==> src/rtl/fifo_queue_ctrl.sv <==
`timescale 1ns/1ps
// fifo_queue_ctrl: DEPTH x WIDTH circular FIFO with edge-triggered enqueue/dequeue feeding a display scan.
// Define FIFO_OVERFLOW_FLAG_EN to turn ovf into a sticky overflow/underflow flag; otherwise ovf is tied low.
module fifo_queue_ctrl #(
  parameter int WIDTH = 4,
  parameter int DEPTH = 8,
  parameter int PTR_W = 3
) (
  input  logic             clk,
  input  logic             rst,
  input  logic             enq,
  input  logic             deq,
  input  logic [WIDTH-1:0] in,
  input  logic [PTR_W-1:0] ra,
  output logic [WIDTH-1:0] rd,
  output logic [WIDTH-1:0] out,
  output logic             full,
  output logic             empty,
  output logic [DEPTH-1:0] valid,
  output logic [PTR_W-1:0] p,
  output logic             ovf
);

  logic [WIDTH-1:0] mem [DEPTH];
  logic [PTR_W-1:0] head;
  logic [PTR_W-1:0] tail;
  logic [PTR_W:0]   count;
  logic [PTR_W:0]   count_nxt;
  logic             enq_r;
  logic             deq_r;
  logic             ep;
  logic             dp;
  logic             do_enq;
  logic             do_deq;

  assign full  = (count == (PTR_W+1)'(DEPTH));
  assign empty = (count == '0);
  assign p     = head;
  assign rd    = mem[ra];

  // When full, a simultaneous press can only dequeue; when empty, it can only enqueue.
  always_comb begin
    // NOTE: every always_comb output gets a default first so no path can infer a latch.
    ep        = 1'b0;
    dp        = 1'b0;
    do_enq    = 1'b0;
    do_deq    = 1'b0;
    count_nxt = count;
    ep        = enq & ~enq_r;
    dp        = deq & ~deq_r;
    do_enq    = ep & ~full;
    do_deq    = dp & ~empty;
    case ({do_enq, do_deq})
      2'b10:   count_nxt = count + (PTR_W+1)'(1);
      2'b01:   count_nxt = count - (PTR_W+1)'(1);
      default: count_nxt = count;
    endcase
  end

  always_ff @(posedge clk) begin
    // NOTE: sequential state uses <= so every register samples the pre-edge values of the others.
    if (rst) begin
      head  <= '0;
      tail  <= '0;
      count <= '0;
      out   <= '0;
      valid <= '0;
      enq_r <= 1'b0;
      deq_r <= 1'b0;
      // NOTE: mem is reset explicitly because the display reads every address, including never-written ones.
      for (int i = 0; i < DEPTH; i++) begin
        mem[i] <= '0;
      end
    end else begin
      enq_r <= enq;
      deq_r <= deq;
      count <= count_nxt;
      // Both operations only coexist when neither full nor empty, so head != tail here.
      if (do_enq) begin
        mem[tail]   <= in;
        valid[tail] <= 1'b1;
        tail        <= tail + 1'b1;
      end
      if (do_deq) begin
        out         <= mem[head];
        valid[head] <= 1'b0;
        head        <= head + 1'b1;
      end
    end
  end

`ifdef FIFO_OVERFLOW_FLAG_EN
  always_ff @(posedge clk) begin
    if (rst) begin
      ovf <= 1'b0;
    end else if ((ep & full & ~do_deq) | (dp & empty & ~do_enq)) begin
      ovf <= 1'b1;
    end
  end
`else
  assign ovf = 1'b0;
`endif

endmodule

==> config.mk <==
export PLATFORM = sky130hd
export DESIGN_NAME = fifo_queue_ctrl
export DESIGN_NICKNAME = d
export VERILOG_FILES = /design/src/rtl/fifo_queue_ctrl.sv
export SDC_FILE = /design/constraint.sdc
export NUM_CORES = 1
export LEC_CHECK = 0
export BUFFER_PORTS_ARGS = -buffer_cell sky130_fd_sc_hd__buf_2
export CAP_MARGIN = 30
export CORE_UTILIZATION = 45
export CTS_BUF_LIST = sky130_fd_sc_hd__clkbuf_4
export CTS_CLUSTER_DIAMETER = 100
export DETAILED_ROUTE_END_ITERATION = 16
export GPL_TIMING_DRIVEN = 0
export PLACE_DENSITY = 0.69
export SLEW_MARGIN = 20
export SYNTH_ARGS = -nofsm -noshare
export SYNTH_HDL_FRONTEND = slang
export SYNTH_SLANG_ARGS = --single-unit
==> constraint.sdc <==
create_clock -name clk -period 3 [get_ports clk]
set_input_delay 0.3 -clock clk [delete_from_list [all_inputs] [get_ports clk]]
set_output_delay 0.3 -clock clk [all_outputs]
set_load 0.02 [all_outputs]
# After elaboration in Yosys (flattened, before gate mapping)
# Memory sizes are Yosys's and may differ from the RTL's. A register that Yosys moved wholly into a read port is not among the register bits.
# Index checks and enable logic that the tools add are counted.
# op_classes
n_addsub,4
magnitude_cmp,4
n_eq_ne,3
muxes,16
n_bitwise,11
n_reduce_logical,5
# op_table
cell,n
two-way mux 8 bit,3
bitwise AND 8 bit,1
"less-than comparator 3 x 4 -> 1 bit, second input constant",2
two-way mux 1 bit,8
NOT 8 bit,1
bitwise OR 8 bit,1
case mux 4 bit (2 select lines),1
"adder 3 x 1 -> 3 bit, second input constant",2
demux 1 bit (select 3 bit),2
">= comparator 3 x 1 -> 1 bit, second input constant",2
"adder 4 x 1 -> 4 bit, second input constant",1
bitwise AND 1 bit,4
"equality test 4 bit, second input constant",1
zero test 4 bit,1
two-way mux 4 bit,1
NOT 1 bit,4
OR reduction 4 bit,1
"subtractor 4 x 1 -> 4 bit, second input constant",1
two-way mux 3 bit,1
"equality test 2 x 1 -> 1 bit, second input constant",1
"equality test 2 bit, second input constant",1
logical AND 1 bit,2
nonzero test 2 bit,1
# word_totals
register_bits,20
mem_bits_rw,32
in_bits,11
out_inout_bits,22
word_cells,50
mem_count,1
# memory_table
memory,words,width,read_ports,rd_ports_with_merged_regs,wr,line,source
mem,8,4,2,1,8,24,logic [WIDTH-1:0] mem [DEPTH];

# Logic depth before layout (Yosys ltp)
# Gate-level depths: netlist of the first run.
# logic_depth
depth_word,9
depth_mapped,11
ltp_nobuf,10

# Worst setup path before layout of the first run
# Ideal clock, no wire load.
# synth_timing
kind,register to register
from,register count[0]
to,register count[3]
setup_time_ns,0.121
arrival_time_ns,2.440
required_ns,2.879
slack_ns,0.440
stages_incl_launch_ff,9
n_path_buf,1
period_less_slack_ns,2.560
cell_sequence,dfxtp_1 -> or4_1 -> buf_2 -> nand2_2 -> inv_2 -> ha_1 -> or3_2 -> o32ai_1 -> mux2_2
# synth_between
elab_chain_len,5
word_cells_on_any_way,12
cone_classes,add/sub (2); eq/ne (3); mux (1); bitwise (4); reduce/logical (2)
# synth_lines
element,line,source
"start, declared",27,logic [PTR_W:0] count;
"start signal, assigned",77,count <= count_nxt;
equality test 4 bit or zero test 4 bit (tied branches),"36, 37",
"NOT 1 bit, on equally long branches","51, 52",
"bitwise AND 1 bit, on equally long branches","51, 52",
equality test 2 x 1 -> 1 bit or equality test 2 bit (tied branches),53,"case ({do_enq, do_deq})"
case mux 4 bit (2 select lines) or nonzero test 2 bit (tied branches),--,
# Several ways; a longest one is shown, not always the timed one.
# A chain may end at the register's enable or synchronous reset.

# Worst setup path after layout of the first run
# Ends and elaborated chain as after synthesis.

==> impl_summary.md, run 1 <==
Outcome
The run finished with clean final reports.

STA
The final hold violation count is 0. The total of endpoints with negative setup slack in the final report is 0. Dividing the final minimum period by the clock period gives 95.1%. The remaining max-slew budget at the tightest pin is 42.4%. Across all hold checks on the routed design, the worst slack comes to 127 ps.

Setup total negative slack on the finished layout was measured at 0 ps. The achievable frequency is 351 MHz. The final worst setup slack is 148 ps. The final period demand of the worst path is 2850 ps. For the pin with the worst max-slew slack, the measured transition is 857 ps.

The setup skew after layout is 16.0 ps. Setup repair after global routing left no endpoint under its margin. The max-slew violation count is 0.

Worst setup path
The standard cell with the maximum stage delay on the critical path is sky130_fd_sc_hd__or4_1. The worst register-to-register path ends at count[3]. The worst setup path is of the flop to flop kind. The largest stage delay on the critical path is 580 ps. The critical path's top delay family is simple AND/OR/NAND/NOR gates. The setup slack of the worst register-to-register path is 150 ps. In this run the critical register-to-register path is launched from count[0]. The critical path buffer and inverter count is 2.

STA classifies the critical path endpoint as a flop. The number of cells on the worst reg-to-reg path is 8. The data arrival time of the worst path is 3140 ps. The signal on the critical path passes through or4_1 -> buf_2 -> nand2_2 -> inv_2 -> ha_1 -> or3_2 -> o32ai_1 -> mux2_2. Along the worst path, the maximum fanout reaches 9. The kind of start point of the critical path is a flop.

Data on the critical path is required at its endpoint by 3280 ps.

Run
Max-cap violations in this run came to 0.

Clock network
For this design, the sink count on the clock tree is 56. The maximum level of the CTS H-tree is 2. TritonCTS built the clock tree. The count of cells resized by post-cts repair is 0.

The clock-pin slew of the registers on the worst-case setup and hold paths is 160 ps. The longest clock path from root to sink contains 2 buffers. The hold-fix buffer count after cts is 0.

The tree is rooted in a sky130_fd_sc_hd__clkbuf_4. Once the clock tree was built, the setup fixing pass inserted 0 buffers. Clock latency on the worst-skew pair, taken at its later pin, is 380 ps. The number of buffers inserted during clock tree synthesis is 5.

Min path
The start point of the worst min-delay path is deq. The worst hold path cell count is 2. For hold timing, the worst endpoint is deq_r. The tightest min-delay check is of the input pin to flop type.

Routing
The via count is 1926. The via density per instance is 5.50. The number of nets with antenna violations after routing is 0.

The total routed wirelength is 5.82 mm. The remaining design rule violation count is 0. After detailed routing, the average wire length per cell comes to 16.6 µm.

The detailed router finished its first iteration with 177 violations. The iteration count of the initial detailed-routing pass is 4.

Finish
Compared with the post-synthesis result, the final layout area differs by 10.1%. In the final layout, the multi-input gates occupy 0.00135 mm². The layout filler cell count is 523. 0 antenna diodes ended up in the layout.

For this run, the post-layout net count is 290. At the end of the flow the core is filled with cells to 52.5%. The area occupied by registers is 0.00144 mm². The cell area after layout is 0.00318 mm². The fraction of layout instances using a drive strength above 1 is 29.8%. The finished layout holds 350 standard cells, fillers aside.

Power
The power per standard cell area is 623 mW/mm². The analysis attributes to cell leakage a power of 1.24 nW. The total power consumption of the routed design is 1.98 mW. The highest ir drop seen on vdd is 0.427 mV.

Synth
The count of mapped cells out of synthesis is 238. The synthesized netlist net count is 254. The post-synthesis mux area share is 15.1%. Of the synthesized area, sequential elements account for 49.9%. After synthesis the netlist holds a flip-flop and latch count of 56.

Counting flops with an async set or reset pin after synthesis yields a share of 0%. Counting distinct cell types in the post-synthesis netlist gives 47. The most used flip-flop cell after synthesis is sky130_fd_sc_hd__edfxtp_1.

The area of the mapped netlist is 0.00289 mm². The synthesized netlist devotes 2.17% of its cell area to adder and majority cells. Dividing the synthesized area by the synthesized cell count gives 12.1 µm². The xor and xnor area share after synthesis is 2.12%. The number of warnings issued by yosys is 0. The synthesized netlist devotes 8.80% of its cell area to compound gates. The number of flops mapped to enable cells by yosys is 32. Summing the areas of all and, or, nand and nor instances in the mapped netlist gives 18.3% of the synthesized area. After synthesis, the largest family of logic cells by area is simple AND/OR/NAND/NOR gates.

Floorplanning
For this configuration, the core starts out at a cell density of 47.6%. 33 I/O pins were placed. The row count is 28. The width of the die is 82.1 µm.

The floorplan step defined a die boundary enclosing 0.00674 mm². After floorplanning, the core was sized to cover 0.00606 mm². The die is 82.1 µm tall.

Placement
The placed instance area is 0.00313 mm². At the end of routability-driven placement, the weighted congestion stood at 0.806. The wire-length estimate of the detail-placed layout is 4.55 mm. The pre-CTS worst setup slack is 194 ps. The number of buffer cells added on primary ports is 29. Once placement completed, the tool counted placed cells totaling 342.

GRT
The overflow left after global routing is 0. The initial antenna violation count came to 0. The via count of the first global-routing pass is 1743. The largest net degree at the start of global routing is 17.

The first-pass GRT wire length is 9.04 mm. Global routing used 18.7% of the available tracks.
[cells in the final DEF (no fill, tap or decap), types with 2 or more instances in the layout]
cell type	n
sky130_fd_sc_hd__clkbuf_4	6
sky130_fd_sc_hd__edfxtp_1	32
sky130_fd_sc_hd__nand3_1	5
sky130_fd_sc_hd__nor3_1	4
sky130_fd_sc_hd__nand2b_1	3
sky130_fd_sc_hd__dfxtp_1	24
sky130_fd_sc_hd__a31o_2	3
sky130_fd_sc_hd__o22ai_1	3
sky130_fd_sc_hd__nor4_1	3
sky130_fd_sc_hd__nor2b_1	11
sky130_fd_sc_hd__xnor2_1	3
sky130_fd_sc_hd__a21o_2	3
sky130_fd_sc_hd__clkbuf_1	7
sky130_fd_sc_hd__a21oi_1	8
sky130_fd_sc_hd__and2_1	32
sky130_fd_sc_hd__inv_2	5
sky130_fd_sc_hd__buf_2	33
sky130_fd_sc_hd__mux4_2	16
sky130_fd_sc_hd__a31oi_1	4
sky130_fd_sc_hd__a211oi_1	6
sky130_fd_sc_hd__xor2_1	4
sky130_fd_sc_hd__inv_1	3
sky130_fd_sc_hd__nand2_1	5
sky130_fd_sc_hd__mux2_2	5
sky130_fd_sc_hd__buf_4	2
sky130_fd_sc_hd__nor2_1	18
sky130_fd_sc_hd__mux2i_1	2
sky130_fd_sc_hd__ha_1	5
[worst max-delay path by stage]
stage,startpoint,end,slack [ps],depth (start not counted)
6_report,count[0],count[3],150,8
5_1_grt,count[0],count[3],60,8
4_1_cts,count[0],count[3],170,8
3_5_place_dp,count[0],count[3],190,8
3_3_place_gp,count[0],count[3],190,8
2_1_floorplan,count[0],count[3],440,8
[Yosys cell counts (2+ instances only)]
cell | n | share of area, %
sky130_fd_sc_hd__and2_1 | 32 | 6.9
sky130_fd_sc_hd__edfxtp_1 | 32 | 33
sky130_fd_sc_hd__dfxtp_1 | 24 | 17
sky130_fd_sc_hd__nor2_1 | 18 | 2.3
sky130_fd_sc_hd__mux4_2 | 16 | 12
sky130_fd_sc_hd__nor2b_1 | 11 | 2.4
sky130_fd_sc_hd__a21oi_1 | 8 | 1.4
sky130_fd_sc_hd__clkbuf_1 | 7 | 0.91
sky130_fd_sc_hd__a211oi_1 | 6 | 1.6
sky130_fd_sc_hd__ha_1 | 5 | 2.2
sky130_fd_sc_hd__mux2_2 | 5 | 1.9
sky130_fd_sc_hd__nand2_1 | 5 | 0.65
sky130_fd_sc_hd__nand3_1 | 5 | 0.87
sky130_fd_sc_hd__a31oi_1 | 4 | 0.87
sky130_fd_sc_hd__buf_2 | 4 | 0.69
sky130_fd_sc_hd__nor3_1 | 4 | 0.69
sky130_fd_sc_hd__xor2_1 | 4 | 1.2
sky130_fd_sc_hd__a21o_2 | 3 | 0.91
sky130_fd_sc_hd__a31o_2 | 3 | 0.91
sky130_fd_sc_hd__inv_1 | 3 | 0.39
sky130_fd_sc_hd__inv_2 | 3 | 0.39
sky130_fd_sc_hd__nand2b_1 | 3 | 0.65
sky130_fd_sc_hd__nor4_1 | 3 | 0.65
sky130_fd_sc_hd__o22ai_1 | 3 | 0.65
sky130_fd_sc_hd__xnor2_1 | 3 | 0.91
sky130_fd_sc_hd__buf_4 | 2 | 0.52
sky130_fd_sc_hd__mux2i_1 | 2 | 0.69
[sequential cells by signal, indices dropped and copies added (netlist names)]
register	count
p	3
out	4
enq_r	1
tail	3
mem	32
count	4
deq_r	1
valid	8
[area by class of cell]
class	count	area share, %
inverter	6	0.708
clock buffer	6	1.42
tap	75	2.95
timing repair buffer	29	4.57
clock inverter	2	0.236
multi-input combinational	161	42.4
sequential	56	45.3
buffer	15	2.40
[per-layer routing]
metal | part of all wire, % | track usage (%) | vias to the layer above | wire length [µm]
li1 | - | - | 949 | -
met1 | 46 | 25.4 | 928 | 2680
met2 | 49 | 31.1 | 45 | 2840
met3 | 4.3 | 3.63 | 4 | 250
met4 | 0.84 | 4.21 | 0 | 49
met5 | 0 | 0 | - | 0
[cell families (layout without fill, tap and decap cells)]
family / after synthesis / in the layout
multiplexers: 23 / 23
AO/OA/AOI/OAI: 34 / 34
AND/OR/NAND/NOR: 91 / 91
buffers and inverters: 21 / 58
XOR/XNOR: 7 / 7
other: 1 / 1
flip-flops: 56 / 56
adder cells (fa/ha/maj): 5 / 5
[power breakdown]
part	switching (mW)	total (mW)	internal [mW]
clock	0.226	0.324	0.0981
sequential	0.0698	0.967	0.898
combinational	0.388	0.689	0.301
total	0.684	1.98	1.30
No activity file was read; power rests on OpenSTA's default activity.
==> run 2, diff against run 1 <==
--- a/config.mk
+++ b/config.mk
@@ -12,7 +12,7 @@
 export CTS_CLUSTER_DIAMETER = 100
 export DETAILED_ROUTE_END_ITERATION = 16
 export GPL_TIMING_DRIVEN = 0
-export PLACE_DENSITY = 0.69
+export PLACE_DENSITY = 0.62
 export SLEW_MARGIN = 20
 export SYNTH_ARGS = -nofsm -noshare
 export SYNTH_HDL_FRONTEND = slang
==> constraint.sdc (replaced) <==
create_clock -name clk -period 3 [get_ports clk]
set_input_delay 0.6 -clock clk [delete_from_list [all_inputs] [get_ports clk]]
set_output_delay 0.6 -clock clk [all_outputs]
set_load 0.02 [all_outputs]
==> run 2 against run 1 <==
  * Clock skew hardly changed
  * Sequential cell count is the same
  * Non-clock buffer count is the same
  * Worst hold slack gained 310 ps
  * Combinational power decreased by 0.7%
  * Total power about the same
  * Register-to-register slack better by 40 ps
  * Sequential power about the same
  * Worst setup slack gained 43 ps
  * Final cell count is the same
  * Clock power barely moved
  * Count of clock-buffer cells in the layout grew 1
==> impl_summary.md, run 2 (synthesized netlist as in run 1, its figures left out) <==
Outcome
The flow ran to the end, and the final reports show no timing, DRC or antenna violations.

Clock network
The number of buffers inserted during clock tree synthesis was 5 (unchanged). The maximum level of the CTS H-tree came to 2 (unchanged). The buffer type at the clock tree root is sky130_fd_sc_hd__clkbuf_4. The hold-fix buffer count after cts is 0 (unchanged).

The number of buffers on the longest clock path came to 2 (unchanged). The CTS tree is built. The count of cells resized by post-cts repair is 0 (unchanged). The clock latency at the later pin of the worst-skew pair is 370 ps (about the same).

The clock-pin slew of the registers on the worst-case setup and hold paths is 150 ps (about the same). The number of buffers added for setup after CTS came to 0 (unchanged). The sink count of the clock tree came to 56 (unchanged).

Finish
The layout filler cell count is 558 (+6.7%). The count of inserted antenna diode cells came to 0 (unchanged). In the layout the commonest cells are 33 x sky130_fd_sc_hd__buf_2, 32 x sky130_fd_sc_hd__and2_1, 32 x sky130_fd_sc_hd__edfxtp_1, 24 x sky130_fd_sc_hd__dfxtp_1, 18 x sky130_fd_sc_hd__nor2_1. The flip-flop count of the largest register, all copies and words added came to 32 (unchanged). The utilization after layout came to 52.5% (+0.062 points). The largest registers in the layout are mem x32, valid x8. The register with the most flip-flops is mem. The total number of nets in the final design came to 290 (unchanged). Leaving out fill and tap cells, the most frequent cell in the layout is sky130_fd_sc_hd__buf_2. The fraction of layout instances using a drive strength above 1 is 29.5% (-0.36 points).

From synthesis to final layout, the design area changed by 10.2%.

Worst setup path
Following the worst setup path forward leads to its endpoint at count[3]. The data arrival time of the worst path is 3090 ps (-50 ps). The reg-to-reg startpoint is count[0].

The number of cells on the worst reg-to-reg path is 8 (unchanged). The critical path goes through or4_1 -> buf_2 -> nand2_2 -> inv_2 -> ha_1 -> or3_2 -> o32ai_1 -> mux2_2. The critical setup path kind is flop to flop. The setup slack of the worst register-to-register path came to 190 ps (+40 ps). The worst endpoint required time is 3280 ps (about the same). STA classifies the critical path endpoint as a flop. The maximum net fanout on the critical path was 9 (unchanged).

The largest stage delay on the critical path is 530 ps (-50 ps). The terminus of the critical flop-to-flop path is count[3]. In this run the worst setup path begins at count[0]. The worst setup path is launched from a flop. The largest individual stage delay along the critical path comes from the cell sky130_fd_sc_hd__or4_1.

STA
The total of endpoints with negative setup slack in the final report is 0 (unchanged). The final hold violation count is 0 (unchanged). The slew at the pin closest to its max-slew limit is 727 ps (-130 ps). The portion of the clock cycle consumed by the worst path in the final layout came to 93.6% (-1.4 points). The final period demand of the worst path is 2810 ps (-43.2 ps).

Setup repair after global routing left no endpoint under its margin. The achievable frequency was 356 MHz (+1.5%). The final-layout setup total negative slack is 0 ps (unchanged). The setup skew after layout is 16.1 ps (+0.130 ps). The max-slew violation count is 0 (unchanged).

The remaining max-slew budget at the tightest pin came to 50.9% (+8.5 points).

Placement
The number of buffer cells added on primary ports is 29 (unchanged). The total half-perimeter wirelength after legalization and detailed placement is 4.72 mm (+3.9%). The placer congestion estimate is 0.770 (-4.5%).

Min path
In this run the most critical hold path is launched from deq. The worst hold path belongs to the class input pin to flop.

Floorplanning
The overall die height was 82.1 µm (unchanged). The width of the die came to 82.1 µm (unchanged). The effective utilization at floorplan is 47.6% (unchanged). The row count is 28 (unchanged). The number of ports placed on the die boundary is 33 (unchanged). The die area is 0.00674 mm² (unchanged). The area of the core is 0.00606 mm² (unchanged).

GRT
The initial antenna violation count is 0 (unchanged). The global routing usage summed across all routing layers was 19.7% (+0.92 points). The via count of the first global-routing pass is 1743 (unchanged). The first-pass GRT wire length is 9.38 mm (+3.7%).

The largest net degree at the start of global routing was 16 (-1). The overflow left after global routing is 0 (unchanged).

Routing
The via count came to 1952 (+1.3%). The iteration count of the initial detailed-routing pass was 4 (unchanged). The remaining design rule violation count is 0 (unchanged).

The via density per instance is 5.58 (+1.3%). The total routed wirelength is 6.10 mm (+4.8%). The detail-routed net length per standard cell is 17.4 µm (+4.8%). The number of DRC markers after the initial detailed-route iteration is 153 (-14%). The number of nets with antenna violations after routing is 0 (unchanged).

Power
The power per standard cell area is 622 mW/mm² (about the same). The leakage power summed over all cells came to 1.24 nW (-0.19%). The highest ir drop seen on vdd was 0.365 mV (-15%).

Run
The max-capacitance violation count is 0 (unchanged).
[run 2: routing by layer]
layer	part of all wire [%]	vias up	global-route usage (%)
met5	0	-	0
met4	1.5	0	6.67
met3	3.5	8	3.74
met2	46	49	30.3
met1	49	943	27.7
li1	-	952	-
[run 2: where the power goes]
| group | internal [mW] | switching [mW] | total (mW) |
|---|---|---|---|
| registers | 0.898 | 0.0719 | 0.969 |
| clock network | 0.109 | 0.219 | 0.327 |
| logic | 0.299 | 0.385 | 0.684 |
[run 2: layout make-up]
class / count / area (µm²) / area share [%]
Clock buffer: 7 / 52.6 / 1.65
Tap cell: 75 / 93.8 / 2.95
Inverter: 6 / 22.5 / 0.708
Clock inverter: 1 / 3.75 / 0.118
Sequential cell: 56 / 1440 / 45.3
Timing Repair Buffer: 29 / 145 / 4.56
Buffer: 15 / 76.3 / 2.40
Multi-Input combinational cell: 161 / 1350 / 42.3
[run 2: worst max-delay path, delay by kind of cell (launching register included)]
kind / cells / cell delay [ps]
simple gates: 3 / 1110
fa+ha+maj: 1 / 400
flops: 1 / 390
mux: 1 / 370
buf+inv: 2 / 290
compound gates: 1 / 170
[run 2: worst min path at each step]
stage	to	cells past startpoint	slack (ps)
finish	deq_r	2	440
global route	deq_r	2	430
CTS	deq_r	2	430
detailed placement	valid[5]	2	460
global placement	valid[5]	2	460
floorplan	count[2]	2	500
[run 2: stage by stage]
stage	power [mW]	worst slack, ps	area (µm²)	hold slack (ps)	cells
3_5_place_dp	1.67	207	3130	460	342
2_1_floorplan	1.50	440	2890	500	238
5_1_grt	2.10	102	3180	431	350
6_report	1.98	191	3180	437	350
4_1_cts	2.00	199	3180	430	350
3_3_place_gp	1.66	235	3130	460	342
